===== src/rtl/c3lib_vecsync_arb_pkg.sv =====
// c3lib_vecsync_arb_pkg: shared FSM state type and ID-width helper for the vecsync arbiter
package c3lib_vecsync_arb_pkg;

    typedef enum logic [1:0] {IDLE, LOAD, WAIT} vsarb_state_t;

    // Requester ID width, never narrower than one bit
    function automatic int calc_idw(input int n);
        return (n > 2) ? $clog2(n) : 1;
    endfunction

endpackage


===== src/rtl/c3lib_rr_arbiter.sv =====
// c3lib_rr_arbiter: combinational round-robin / fixed-priority request picker
//   req       : pending requests
//   pointer   : round-robin start index (ignored in fixed-priority mode)
//   grant     : one-hot winner
//   grant_idx : binary winner index
//   any_req   : at least one request pending
module c3lib_rr_arbiter
    import c3lib_vecsync_arb_pkg::*;
#(
    parameter int NREQ     = 4,
    parameter int ARB_MODE = 0,
    localparam int IDW     = calc_idw(NREQ)
) (
    input  logic [NREQ-1:0] req,
    input  logic [IDW-1:0]  pointer,
    output logic [NREQ-1:0] grant,
    output logic [IDW-1:0]  grant_idx,
    output logic            any_req
);

    int             base;
    logic [IDW-1:0] idx;

    // Fixed priority is a round-robin search that always starts at index 0
    assign base = (ARB_MODE == 0) ? int'(pointer) : 0;

    always_comb begin
        grant_idx = '0;
        any_req   = 1'b0;
        idx       = '0;
        for (int k = 0; k < NREQ; k++) begin
            idx = IDW'((base + k) % NREQ);
            if (!any_req && req[idx]) begin
                any_req   = 1'b1;
                grant_idx = idx;
            end
        end
        grant = any_req ? NREQ'(1) << grant_idx : '0;
    end

endmodule


===== src/rtl/c3lib_vecsync_arb.sv =====
// c3lib_vecsync_arb: shares one vecsync handshake synchronizer among NREQ wr_clk requesters
//   wr_clk, wr_rst_n   : source clock, async active-low reset
//   req_vld/req_data   : per-requester request and packed payloads
//   req_ack            : one-cycle one-hot acceptance pulse
//   vs_data_in         : {grant_id, payload} to the synchronizer
//   vs_load_data_in    : synchronizer load strobe
//   vs_data_in_rdy2ld  : synchronizer ready-to-load
//   busy               : a transfer is in flight
//   timeout_err/err_clr: sticky watchdog flag and its clear
module c3lib_vecsync_arb
    import c3lib_vecsync_arb_pkg::*;
#(
    parameter int NREQ        = 4,
    parameter int DWIDTH      = 8,
    parameter int ARB_MODE    = 0,
    parameter int TIMEOUT_CYC = 1024,
    localparam int IDW        = calc_idw(NREQ)
) (
    input  logic                     wr_clk,
    input  logic                     wr_rst_n,
    input  logic [NREQ-1:0]          req_vld,
    input  logic [NREQ*DWIDTH-1:0]   req_data,
    output logic [NREQ-1:0]          req_ack,
    output logic [IDW+DWIDTH-1:0]    vs_data_in,
    output logic                     vs_load_data_in,
    input  logic                     vs_data_in_rdy2ld,
    output logic                     busy,
    output logic                     timeout_err,
    input  logic                     err_clr
);

    localparam int CW = (TIMEOUT_CYC > 0) ? $clog2(TIMEOUT_CYC + 1) : 1;

    vsarb_state_t          state, state_nxt;
    logic [IDW-1:0]        ptr, ptr_nxt, gnt_idx, cur_id;
    logic [NREQ-1:0]       gnt, ack_nxt;
    logic                  any_req, load_nxt, set_err;
    logic [IDW+DWIDTH-1:0] data_nxt;
    logic [CW-1:0]         wd_cnt, wd_cnt_nxt;

    c3lib_rr_arbiter #(
        .NREQ     (NREQ),
        .ARB_MODE (ARB_MODE)
    ) u_arb (
        .req       (req_vld),
        .pointer   (ptr),
        .grant     (gnt),
        .grant_idx (gnt_idx),
        .any_req   (any_req)
    );

    // The ID of the transfer in flight lives in the upper bits of vs_data_in
    assign cur_id = vs_data_in[DWIDTH +: IDW];

    always_comb begin
        state_nxt  = state;
        ack_nxt    = '0;
        load_nxt   = 1'b0;
        data_nxt   = vs_data_in;
        ptr_nxt    = ptr;
        wd_cnt_nxt = '0;
        set_err    = 1'b0;
        case (state)
            IDLE: begin
                if (vs_data_in_rdy2ld && any_req) begin
                    state_nxt = LOAD;
                    ack_nxt   = gnt;
                    load_nxt  = 1'b1;
                    data_nxt  = {gnt_idx, req_data[gnt_idx*DWIDTH +: DWIDTH]};
                end
            end
            LOAD: begin
                state_nxt = WAIT;
                ptr_nxt   = (ARB_MODE == 0) ? IDW'((int'(cur_id) + 1) % NREQ) : ptr;
            end
            WAIT: begin
                if (vs_data_in_rdy2ld) begin
                    state_nxt = IDLE;
                end else if (TIMEOUT_CYC != 0) begin
                    // Saturate so the flag fires once per stuck handshake and err_clr sticks
                    wd_cnt_nxt = (wd_cnt == CW'(TIMEOUT_CYC)) ? wd_cnt : wd_cnt + 1'b1;
                    set_err    = (wd_cnt == CW'(TIMEOUT_CYC - 1));
                end
            end
            default: state_nxt = IDLE;
        endcase
    end

    always_ff @(posedge wr_clk or negedge wr_rst_n) begin
        if (!wr_rst_n) begin
            state           <= IDLE;
            ptr             <= '0;
            wd_cnt          <= '0;
            req_ack         <= '0;
            vs_data_in      <= '0;
            vs_load_data_in <= 1'b0;
            busy            <= 1'b0;
            timeout_err     <= 1'b0;
        end else begin
            state           <= state_nxt;
            ptr             <= ptr_nxt;
            wd_cnt          <= wd_cnt_nxt;
            req_ack         <= ack_nxt;
            vs_data_in      <= data_nxt;
            vs_load_data_in <= load_nxt;
            busy            <= (state_nxt != IDLE);
            timeout_err     <= set_err | (timeout_err & ~err_clr);
        end
    end

endmodule


===== config.mk =====
export PLATFORM = sky130hd
export DESIGN_NAME = c3lib_vecsync_arb
export DESIGN_NICKNAME = d
export VERILOG_FILES = /design/src/rtl/c3lib_vecsync_arb_pkg.sv /design/src/rtl/c3lib_rr_arbiter.sv /design/src/rtl/c3lib_vecsync_arb.sv
export SDC_FILE = /design/constraint.sdc
export NUM_CORES = 1
export LEC_CHECK = 0
export CAP_MARGIN = 20
export CORE_MARGIN = 4
export CORE_UTILIZATION = 45
export DETAILED_ROUTE_END_ITERATION = 8
export GPL_ROUTABILITY_DRIVEN = 0
export PLACE_DENSITY = 0.81
export SETUP_SLACK_MARGIN = 0.4
export SYNTH_ARGS = -nofsm -noshare
export SYNTH_HDL_FRONTEND = slang
export SYNTH_SLANG_ARGS = --single-unit

===== constraint.sdc =====
create_clock -name wr_clk -period 2.4 [get_ports wr_clk]
set_clock_uncertainty 0.1 [all_clocks]
set_input_delay 0.48 -clock wr_clk [delete_from_list [all_inputs] [get_ports wr_clk]]
set_output_delay 0.48 -clock wr_clk [all_outputs]
set_load 0.03 [all_outputs]

# Word level (Yosys, flattened, before mapping)
# Cells that the tools add are included.
[classes]
addsub = 5
magnitude_cmp = 4
eq_ne = 5
shift = 2
muxes = 29
bitwise_logic = 3
n_reduce_logical = 10
[ops]
columns = ["op", "n"]
rows = [
  ["$mux W11", 3],
  ["$shiftx A32 B6 Y8", 1],
  ["$lt A2 B3 Y1 const B", 4],
  ["$mux W1", 12],
  ["$mux W2", 6],
  ["$mux W4", 3],
  ["$add A11 B1 Y11 const B", 1],
  ["$eq A11 B10 Y1 const B", 1],
  ["$eq A11 B11 Y1 const B", 1],
  ["$bmux W1 S2", 4],
  ["$pmux W2 S3", 1],
  ["$add A2 B1 Y2 const B", 2],
  ["$add A2 B2 Y2 const B", 2],
  ["$logic_and A1 B1 Y1", 4],
  ["$shl A1 B2 Y4 const A", 1],
  ["$logic_not A1 Y1", 3],
  ["$ne A3 B3 Y1 const B", 1],
  ["$eq A2 B1 Y1 const B", 1],
  ["$eq A2 B2 Y1 const B", 1],
  ["$logic_not A2 Y1", 1],
  ["$reduce_and A2 Y1", 1],
  ["$reduce_bool A2 Y1", 1],
  ["$and A1 B1 Y1", 1],
  ["$not A1 Y1", 1],
  ["$or A1 B1 Y1", 1],
]
[totals]
reg_bits = 32
output_inout_bits = 17

# Logic depth before layout (Yosys ltp)
# Gate-level depths: netlist of the first run.
[logic_depth]
word_depth = 16
depth_mapped = 6
ltp_nobuf = 6

# Modules after synthesis
# A second synthesis of the first run with hierarchy kept.
[hier_totals]
cells_unflattened = 156
hier_area_um2 = 1774.2
[by_module_without_submodules]
columns = ["module", "n_inst", "cells_per_inst", "area_each_um2", "seq_area_each_um2"]
rows = [
  ["c3lib_vecsync_arb", 1, 124, 1591.5, 800.8],
  ["c3lib_rr_arbiter", 1, 32, 182.7, 0.0],
]

# Least setup slack after synthesis of the first run
# Ideal clock, no wire load.
[synth_path]
kind = "input to register"
startpoint = "in vs_data_in_rdy2ld"
endpoint = "reg wd_cnt[2]"
setup_time_ns = 0.129
arrival_ns = 1.579
required_time_ns = 2.171
slack_ns = 0.592
path_stages = 5
path_buffers = 1
path_cell_list = "or3b_1 -> clkbuf_1 -> nor4_2 -> or3b_1 -> a21oi_1"
[synth_between]
elab_chain_cells = 2
word_cells_on_any_way = 3
cone_classes = "eq/ne: 1; mux: 2"
[synth_lines]
columns = ["element", "line_no", "source"]
rows = [
  ["start: declaration", "c3lib_vecsync_arb.sv:26", "input logic vs_data_in_rdy2ld,"],
  ["$mux W11", "c3lib_vecsync_arb.sv:77", "if (vs_data_in_rdy2ld) begin"],
  ["$mux W11", "c3lib_vecsync_arb.sv:63", "case (state)"],
  ["end signal: assignment", "c3lib_vecsync_arb.sv:102", "wd_cnt <= wd_cnt_nxt;"],
  ["end: declaration", "c3lib_vecsync_arb.sv:39", "logic [CW-1:0] wd_cnt, wd_cnt_nxt;"],
]
# Several ways; a longest one is shown, not always the timed one.
# A chain may end at the register's enable or synchronous reset.

# Worst setup path in the final report of the first run
[layout_path]
startpoint = "reg vs_data_in[1]"
endpoint = "out vs_data_in[1]"
[layout_rtl]
columns = ["element", "line_no", "source"]
rows = [
  ["start: declaration", "c3lib_vecsync_arb.sv:24", "output logic [IDW+DWIDTH-1:0] vs_data_in,"],
  ["start signal: assignment", "c3lib_vecsync_arb.sv:104", "vs_data_in <= data_nxt;"],
]
# No word-level cell between the ends.

==> impl_results.md, run 1 <==
- Run status: complete, no violations
- # IOs: 57
- Antenna violations before repair: 0
- Mean instance size in the synthesized netlist: 10.32 um2
- Number of cells in the finished layout apart from fillers: 269
- Switching share of power: 39.50%
- Setup Fix Bufs, Post-CTS: 0
- Placed Instance Area: 2258 um2
- Maximum number of pins on one net before global-route repair: 33
- Number of enable flip-flop cells after synthesis: 0
- Via count of the first global-routing pass: 1531
- H-tree depth reported by CTS: 2
- Count of final hold-check violations: 0
- Placed Cells incl. Taps: 259
- Number of cell rows: 21
- Async S/R FF share, synth: 100.0%
- Number of vias in the routed layout: 1487
- Port Buffers: 56
- Post-synthesis instance total: 158
- Hold Buf Count CTS: 0
- Per-cell routed wire length: 15.88 um
- DRC viols: 0
- Summed area of non-filler cells in the final layout: 2401 um2
- Final period demand of the worst path: 1968 ps
- Clock share of power: 18.0%
- Largest cells by area after synthesis: sky130_fd_sc_hd__dfrtp_1, sky130_fd_sc_hd__mux2i_1, sky130_fd_sc_hd__nand2_1, sky130_fd_sc_hd__o221ai_1, sky130_fd_sc_hd__xor2_1
- Count of nets left with antenna violations after detail routing: 0
- Sequential cell area fraction in the yosys report: 49.12%
- Critical path's largest stage delay: 680 ps
- Unrepaired setup endpoints after global routing: true
- Nets@finish: 264
- Number of buffers created by CTS: 5
- Area of the die: 4650 um2
- TritonCTS clock tree: yes
- Clock transition time at the flip-flop clock pins of the worst setup and hold paths: 100 ps
- Synthesized Nets: 200
- Buf+Inv Stages, Crit Path: 1
- Fill cell total of the finished layout: 260
- Net load switching power: 0.8788 mW
- Max Cap Viol: 0
- Maximum net fanout on the critical path: 2
- Synthesis-to-finish area growth: 47.28%
- Width of the chip: 68.19 um
- Number of detailed-route iterations in the first pass: 4
- Internal Pwr Total: 1.346 mW
- Vias per Instance: 5.528
- Leading register cell type out of synthesis: sky130_fd_sc_hd__dfrtp_1
- Area taken by flip-flops and latches: 800.8 um2
- Arr. time, crit path: 1390 ps
- Fin Setup TNS: 0 ps
- Crit. End Element: output pin
- Measured slew at the worst slew-check pin: 410.8 ps
- Initial Utilization: 47.73%
- Cell area power density: 926.7 nW/um2
- Clk Latency, worst-skew pair: 330 ps
- Post-synth top area cell: sky130_fd_sc_hd__dfrtp_1
- Setup violations, final: 0
- Leakage power of the design: 1.113 nW
- Data required time at the worst endpoint: 1820 ps
- Final setup margin: 431.6 ps
- Sequential group share of total power: 35.7%
- Worst vdd ir: 0.5265 mV
- Slowest-stage cell, CP: sky130_fd_sc_hd__clkdlybuf4s50_1
- Combinational share of power: 46.3%
- Half-perimeter wire length of the detailed placement result: 2.983 mm
- Minimum hold slack: 401.8 ps
- Final Routed Wirelength: 4.272 mm
- Max Slew Vio Count: 0
- Combined area of the multi-input logic cells: 818.3 um2
- Cell chosen for the clock root: sky130_fd_sc_hd__clkbuf_4
- Vertical extent of the die: 68.19 um
- Remaining max-slew budget at the tightest pin: 72.61%
- First-pass GRT wire length: 6.665 mm
- Total power of the final layout: 2.225 mW
- Register bit total from synthesis: 32
- Post-layout util: 70.29%
- Area of the core: 3416 um2
- DRC violation total after the first TritonRoute iteration: 56
- Total track usage: 19.63%
- Most instantiated cells after synthesis: sky130_fd_sc_hd__dfrtp_1, sky130_fd_sc_hd__nand2_1, sky130_fd_sc_hd__mux2i_1
- Post-route fraction of the period consumed by the critical path: 82.02%
- Antenna Cells: 0
- Warning count from the yosys run: 0
- Area fraction of the dominant cell type after synthesis: 49.12%
- Most common cell in the synthesized netlist: sky130_fd_sc_hd__dfrtp_1
- Distinct cell type count of the synthesized netlist: 34
- Clock Tree Buf Depth: 2
- Cell chain of the critical path: clkdlybuf4s50_1
- Top cell family by delay on the critical path: buffers and inverters
- Share of cells above drive strength 1: 9.417%
- Post-Synthesis Cell Area: 1630 um2
- Kind of start point of the critical path: flip-flop
- CP Class: flip-flop to output pin
- CTS sink cnt: 32
- Total congestion overflow: 0
- Achievable frequency: 508.0 MHz
- Hold crit path type: flip-flop to flip-flop
- Setup WS pre-CTS: -170.0 ps
-- power groups by stage --
stage / Combinational, mW / Sequential [mW] / Clock (mW)
after floorplan: 0.407 / 0.977 / 0
after global placement: 0.959 / 0.787 / 0
after detailed placement: 0.999 / 0.786 / 0
after CTS: 1.01 / 0.784 / 0.412
after global routing: 1.10 / 0.807 / 0.432
final: 1.03 / 0.794 / 0.401
-- final cells by class --
type                    instances  area share [%]
flip-flops and latches         32           33.35
multi-input cells             113           34.08
well taps                      46           2.397
inverters                       9           1.407
clock buffers                   6           1.720
clock inverters                 2           1.459
repair buffers                 61           25.59
-- cells by family (layout without fill, tap and decap cells) --
family                     after synthesis  in the layout  synth area share [%]
xor gates and xnor gates                 8              8                 4.298
muxes                                   17             17                 10.44
AOI/OAI and AO/OA                       23             25                 10.67
buffers and inverters                   15             78                 4.528
DFF                                     32             32                 49.12
and+or+nand+nor                         61             61                 19.42
adders and majority gates                2              2                 1.535
-- registers in the layout (all words and copies together), names as in the netlist --
name / flops
wd_cnt: 11
vs_data_in: 10
req_ack: 4
ptr: 2
state: 2
busy: 1
timeout_err: 1
vs_load_data_in: 1
-- worst paths after layout --
path	from	endpoint	slack, ps	cells after the start
min reg2reg	vs_data_in[2]	vs_data_in[2]	400	2
min in group asynchronous	wr_rst_n	wd_cnt[8]	440	2
max	vs_data_in[1]	vs_data_in[1]	430	1
max in group asynchronous	wr_rst_n	wd_cnt[0]	1460	2
max reg2reg	ptr[1]	vs_data_in[4]	490	4
min	vs_data_in[2]	vs_data_in[2]	400	2
-- repair_timing --
item                                    CTS  global route
pin swaps                                 0             1
resized for setup                         8             8
endpoints found under the setup margin   12            12
gates cloned                              1             1
-- metal layers --
layer	GRT usage (%)	part of all wire [%]	vias to the layer above	wire length (um)
met1	21.04	41	700	1751
li1	-	-	698	-
met4	8.933	2.2	0	95
met5	0	0	-	0
met2	33.45	48	76	2070
met3	8.210	8.3	13	355
-- placed cells by master (no fill, tap or decap), types with 4 or more instances in the layout --
cell and n:
sky130_fd_sc_hd__inv_1 9, sky130_fd_sc_hd__nand2_1 23, sky130_fd_sc_hd__buf_4 4, sky130_fd_sc_hd__nand3_1 4, sky130_fd_sc_hd__xor2_1 5, sky130_fd_sc_hd__nor2_1 9, sky130_fd_sc_hd__clkbuf_4 5, sky130_fd_sc_hd__dfrtp_1 32
sky130_fd_sc_hd__o21ai_0 5, sky130_fd_sc_hd__o221ai_1 8, sky130_fd_sc_hd__mux2i_1 16, sky130_fd_sc_hd__dlymetal6s2s_1 4, sky130_fd_sc_hd__dlygate4sd2_1 5, sky130_fd_sc_hd__clkdlybuf4s50_1 47
(Power assumes the default switching activity.)
==> inputs of run 2 (changes only) <==
Settings changed: CORE_UTILIZATION 45 to 40, PLACE_DENSITY 0.81 to 0.76.
Clock period 2.4 ns to 1.75 ns, I/O delays scaled along.
==> impl_results.md, run 2 (synthesis gave the netlist of run 1 again) <==
- Hold crit path type: primary input to async pin (was flip-flop to flip-flop)
- Total congestion overflow: 0 (unchanged)
- Number of buffers created by CTS: 5 (unchanged)
- Crit. End Element: flip-flop (was output pin)
- Cell chain of the critical path: a21bo_2 -> a221o_2 -> buf_12 -> mux2i_2 -> o221ai_1 (was clkdlybuf4s50_1)
- Violations in the final reports: setup timing
- Largest register FFs: 11 (unchanged)
- Nets@finish: 291 (was 264)
- Slowest-stage cell, CP: sky130_fd_sc_hd__dfrtp_2 (was sky130_fd_sc_hd__clkdlybuf4s50_1)
- Registers with the most flip-flops: wd_cnt x11, vs_data_in x10, req_ack x4 (unchanged)
- Most common cell after layout, fill and taps aside: sky130_fd_sc_hd__clkdlybuf4s50_1 (unchanged)
- Initial Utilization: 42.92% (was 47.73%)
- Cell chosen for the clock root: sky130_fd_sc_hd__clkbuf_8 (was sky130_fd_sc_hd__clkbuf_4)
- Number of cells in the finished layout apart from fillers: 297 (was 269)
- Via count of the first global-routing pass: 1636 (was 1531)
- Antenna violations before repair: 0 (unchanged)
- Max Slew Vio Count: 0 (unchanged)
- Placed Instance Area: 2429 um2 (was 2258 um2)
- Final Routed Wirelength: 5.133 mm (was 4.272 mm)
- Maximum net fanout on the critical path: 18 (was 2)
- DRC viols: 0 (unchanged)
- Count of final hold-check violations: 0 (unchanged)
- Final period demand of the worst path: 1761 ps
- Commonest cells after routing, fill and taps aside: sky130_fd_sc_hd__clkdlybuf4s50_1, sky130_fd_sc_hd__dfrtp_1, sky130_fd_sc_hd__buf_4 (was sky130_fd_sc_hd__clkdlybuf4s50_1, sky130_fd_sc_hd__dfrtp_1, sky130_fd_sc_hd__nand2_1)
- Largest reg by FF count: wd_cnt (unchanged)
- Combinational share of power: 49.5% (was 46.3%)
- Maximum number of pins on one net before global-route repair: 33 (unchanged)
- Total power of the final layout: 3.373 mW (was 2.225 mW)
- Worst setup path start: ptr[1] (was vs_data_in[1])
- Vertical extent of the die: 71.84 um (was 68.19 um)
- Vias per Instance: 5.394 (was 5.528)
- Worst reg2reg path startpoint: ptr[1] (unchanged)
- Per-cell routed wire length: 17.28 um (was 15.88 um)
- Measured slew at the worst slew-check pin: 545.9 ps (was 410.8 ps)
- Number of cell rows: 22 (was 21)
- Clock share of power: 18.5% (was 18.0%)
- TritonCTS clock tree: yes (unchanged)
- Sequential group share of total power: 32.0% (was 35.7%)
- Width of the chip: 71.84 um (was 68.19 um)
- Cell area power density: 1249 nW/um2 (was 926.7 nW/um2)
- Internal Pwr Total: 2.042 mW (was 1.346 mW)
- Unrepaired setup endpoints after global routing: true (unchanged)
- # IOs: 57 (unchanged)
- Clock transition time at the flip-flop clock pins of the worst setup and hold paths: 70 ps (was 100 ps)
- Port Buffers: 56 (unchanged)
- Half-perimeter wire length of the detailed placement result: 3.418 mm (was 2.983 mm)
- Number of detailed-route iterations in the first pass: 4 (unchanged)
- Area of the core: 3799 um2 (was 3416 um2)
- Final setup margin: -10.95 ps (was 431.6 ps)
- Achievable frequency: 567.9 MHz
- Clk Latency, worst-skew pair: 290 ps (was 330 ps)
- Share of cells above drive strength 1: 40.16% (was 9.417%)
- Number of vias in the routed layout: 1602 (was 1487)
- H-tree depth reported by CTS: 2 (unchanged)
- Leakage power of the design: 1.268 nW (was 1.113 nW)
- Fin Setup TNS: -20.08 ps (was 0 ps)
- Data required time at the worst endpoint: 1800 ps (was 1820 ps)
- Fill cell total of the finished layout: 260 (unchanged)
- Total track usage: 19.36% (was 19.63%)
- Worst vdd ir: 0.7861 mV (was 0.5265 mV)
- Post-route fraction of the period consumed by the critical path: 100.6%
- Hold Buf Count CTS: 0 (unchanged)
- Max Cap Viol: 0 (unchanged)
- Buf+Inv Stages, Crit Path: 1 (unchanged)
- Area of the die: 5161 um2 (was 4650 um2)
- Critical path's largest stage delay: 450 ps (was 680 ps)
- Synthesis-to-finish area growth: 65.62% (was 47.28%)
- Clock Tree Buf Depth: 2 (unchanged)
- Run status: finished, violations left (was complete, no violations)
- Antenna Cells: 0 (unchanged)
- First-pass GRT wire length: 7.693 mm (was 6.665 mm)
- Kind of start point of the critical path: flip-flop (unchanged)
- Net load switching power: 1.331 mW (was 0.8788 mW)
- Setup violations, final: 2 (was 0)
- CTS sink cnt: 32 (unchanged)
- Arr. time, crit path: 1810 ps (was 1390 ps)
- Count of nets left with antenna violations after detail routing: 0 (unchanged)
- Placed Cells incl. Taps: 276 (was 259)
- Summed area of non-filler cells in the final layout: 2700 um2 (was 2401 um2)
- DRC violation total after the first TritonRoute iteration: 35 (was 56)
- Remaining max-slew budget at the tightest pin: 63.61% (was 72.61%)
- CP Class: flip-flop to flip-flop (was flip-flop to output pin)
- Top cell family by delay on the critical path: compound AO/OA/AOI/OAI gates (was buffers and inverters)
- Switching share of power: 39.47% (was 39.50%)
==> run 2: cell count changes in the layout (fill, tap and decap cells not counted), moves of 5 or more <==
cell,before,now
sky130_fd_sc_hd__buf_6,0,9
sky130_fd_sc_hd__buf_4,4,25
sky130_fd_sc_hd__clkbuf_4,5,0
sky130_fd_sc_hd__clkdlybuf4s50_1,47,34
sky130_fd_sc_hd__clkbuf_8,0,7
sky130_fd_sc_hd__nand2_1,23,18
sky130_fd_sc_hd__buf_2,0,17
==> run 2: power by group through the flow <==
stage | combinational [mW] | sequential (mW) | clock, mW
after floorplan | 0.625 | 1.34 | 0
after global placement | 1.45 | 1.07 | 0
after detailed placement | 1.50 | 1.08 | 0
after CTS | 1.46 | 1.07 | 0.628
after global routing | 1.79 | 1.10 | 0.660
final | 1.67 | 1.08 | 0.623
==> run 2: timing repair <==
action / CTS / global route
endpoints found under the hold margin: 0 / 0
buffers inserted: 5 / 8
gates resized for setup: 117 / 25
setup endpoints to repair: 47 / 27
pin swaps: 13 / 16
gates cloned: 0 / 1
==> run 2: through the flow <==
stage / hold WS (ps) / setup WS (ps) / util (%)
floorplan: -45.59 / 127.9 / -
global placement: 375.5 / -405.7 / 63.93
detailed placement: 374.7 / -530.1 / 63.93
CTS: 375.9 / 1.046 / 66.37
global route: 405.8 / -61.15 / 71.08
finish: 360.8 / -10.95 / 71.08
==> run 2: final timing paths <==
kind	to	slack, ps	cells after the start
hold / removal	wd_cnt[3]	360	2
min in group wr_clk	req_ack[2]	390	3
setup / recovery	vs_data_in[7]	-10	5
hold reg to reg	vs_data_in[4]	390	2
setup reg to reg	vs_data_in[7]	-10	5
max in group asynchronous	ptr[1]	880	2
==> run 2: layer usage <==
metal | global-route usage, % | vias up | share of wire [%]
li1 | - | 741 | -
met2 | 31.94 | 62 | 51
met5 | 0 | - | 0
met3 | 6.171 | 9 | 5.3
met1 | 23.29 | 790 | 41
met4 | 7.933 | 0 | 2.3
==> run 2: cell type report <==
cell class                      instances  area (um2)  share of cell area [%]
Inverter                                9       33.78                   1.251
Clock buffer                            7       96.34                   3.568
Timing Repair Buffer                   90       793.3                   29.38
Sequential cell                        32       802.0                   29.70
Multi-Input combinational cell        111       914.6                   33.87
Tap cell                               48       60.06                   2.224
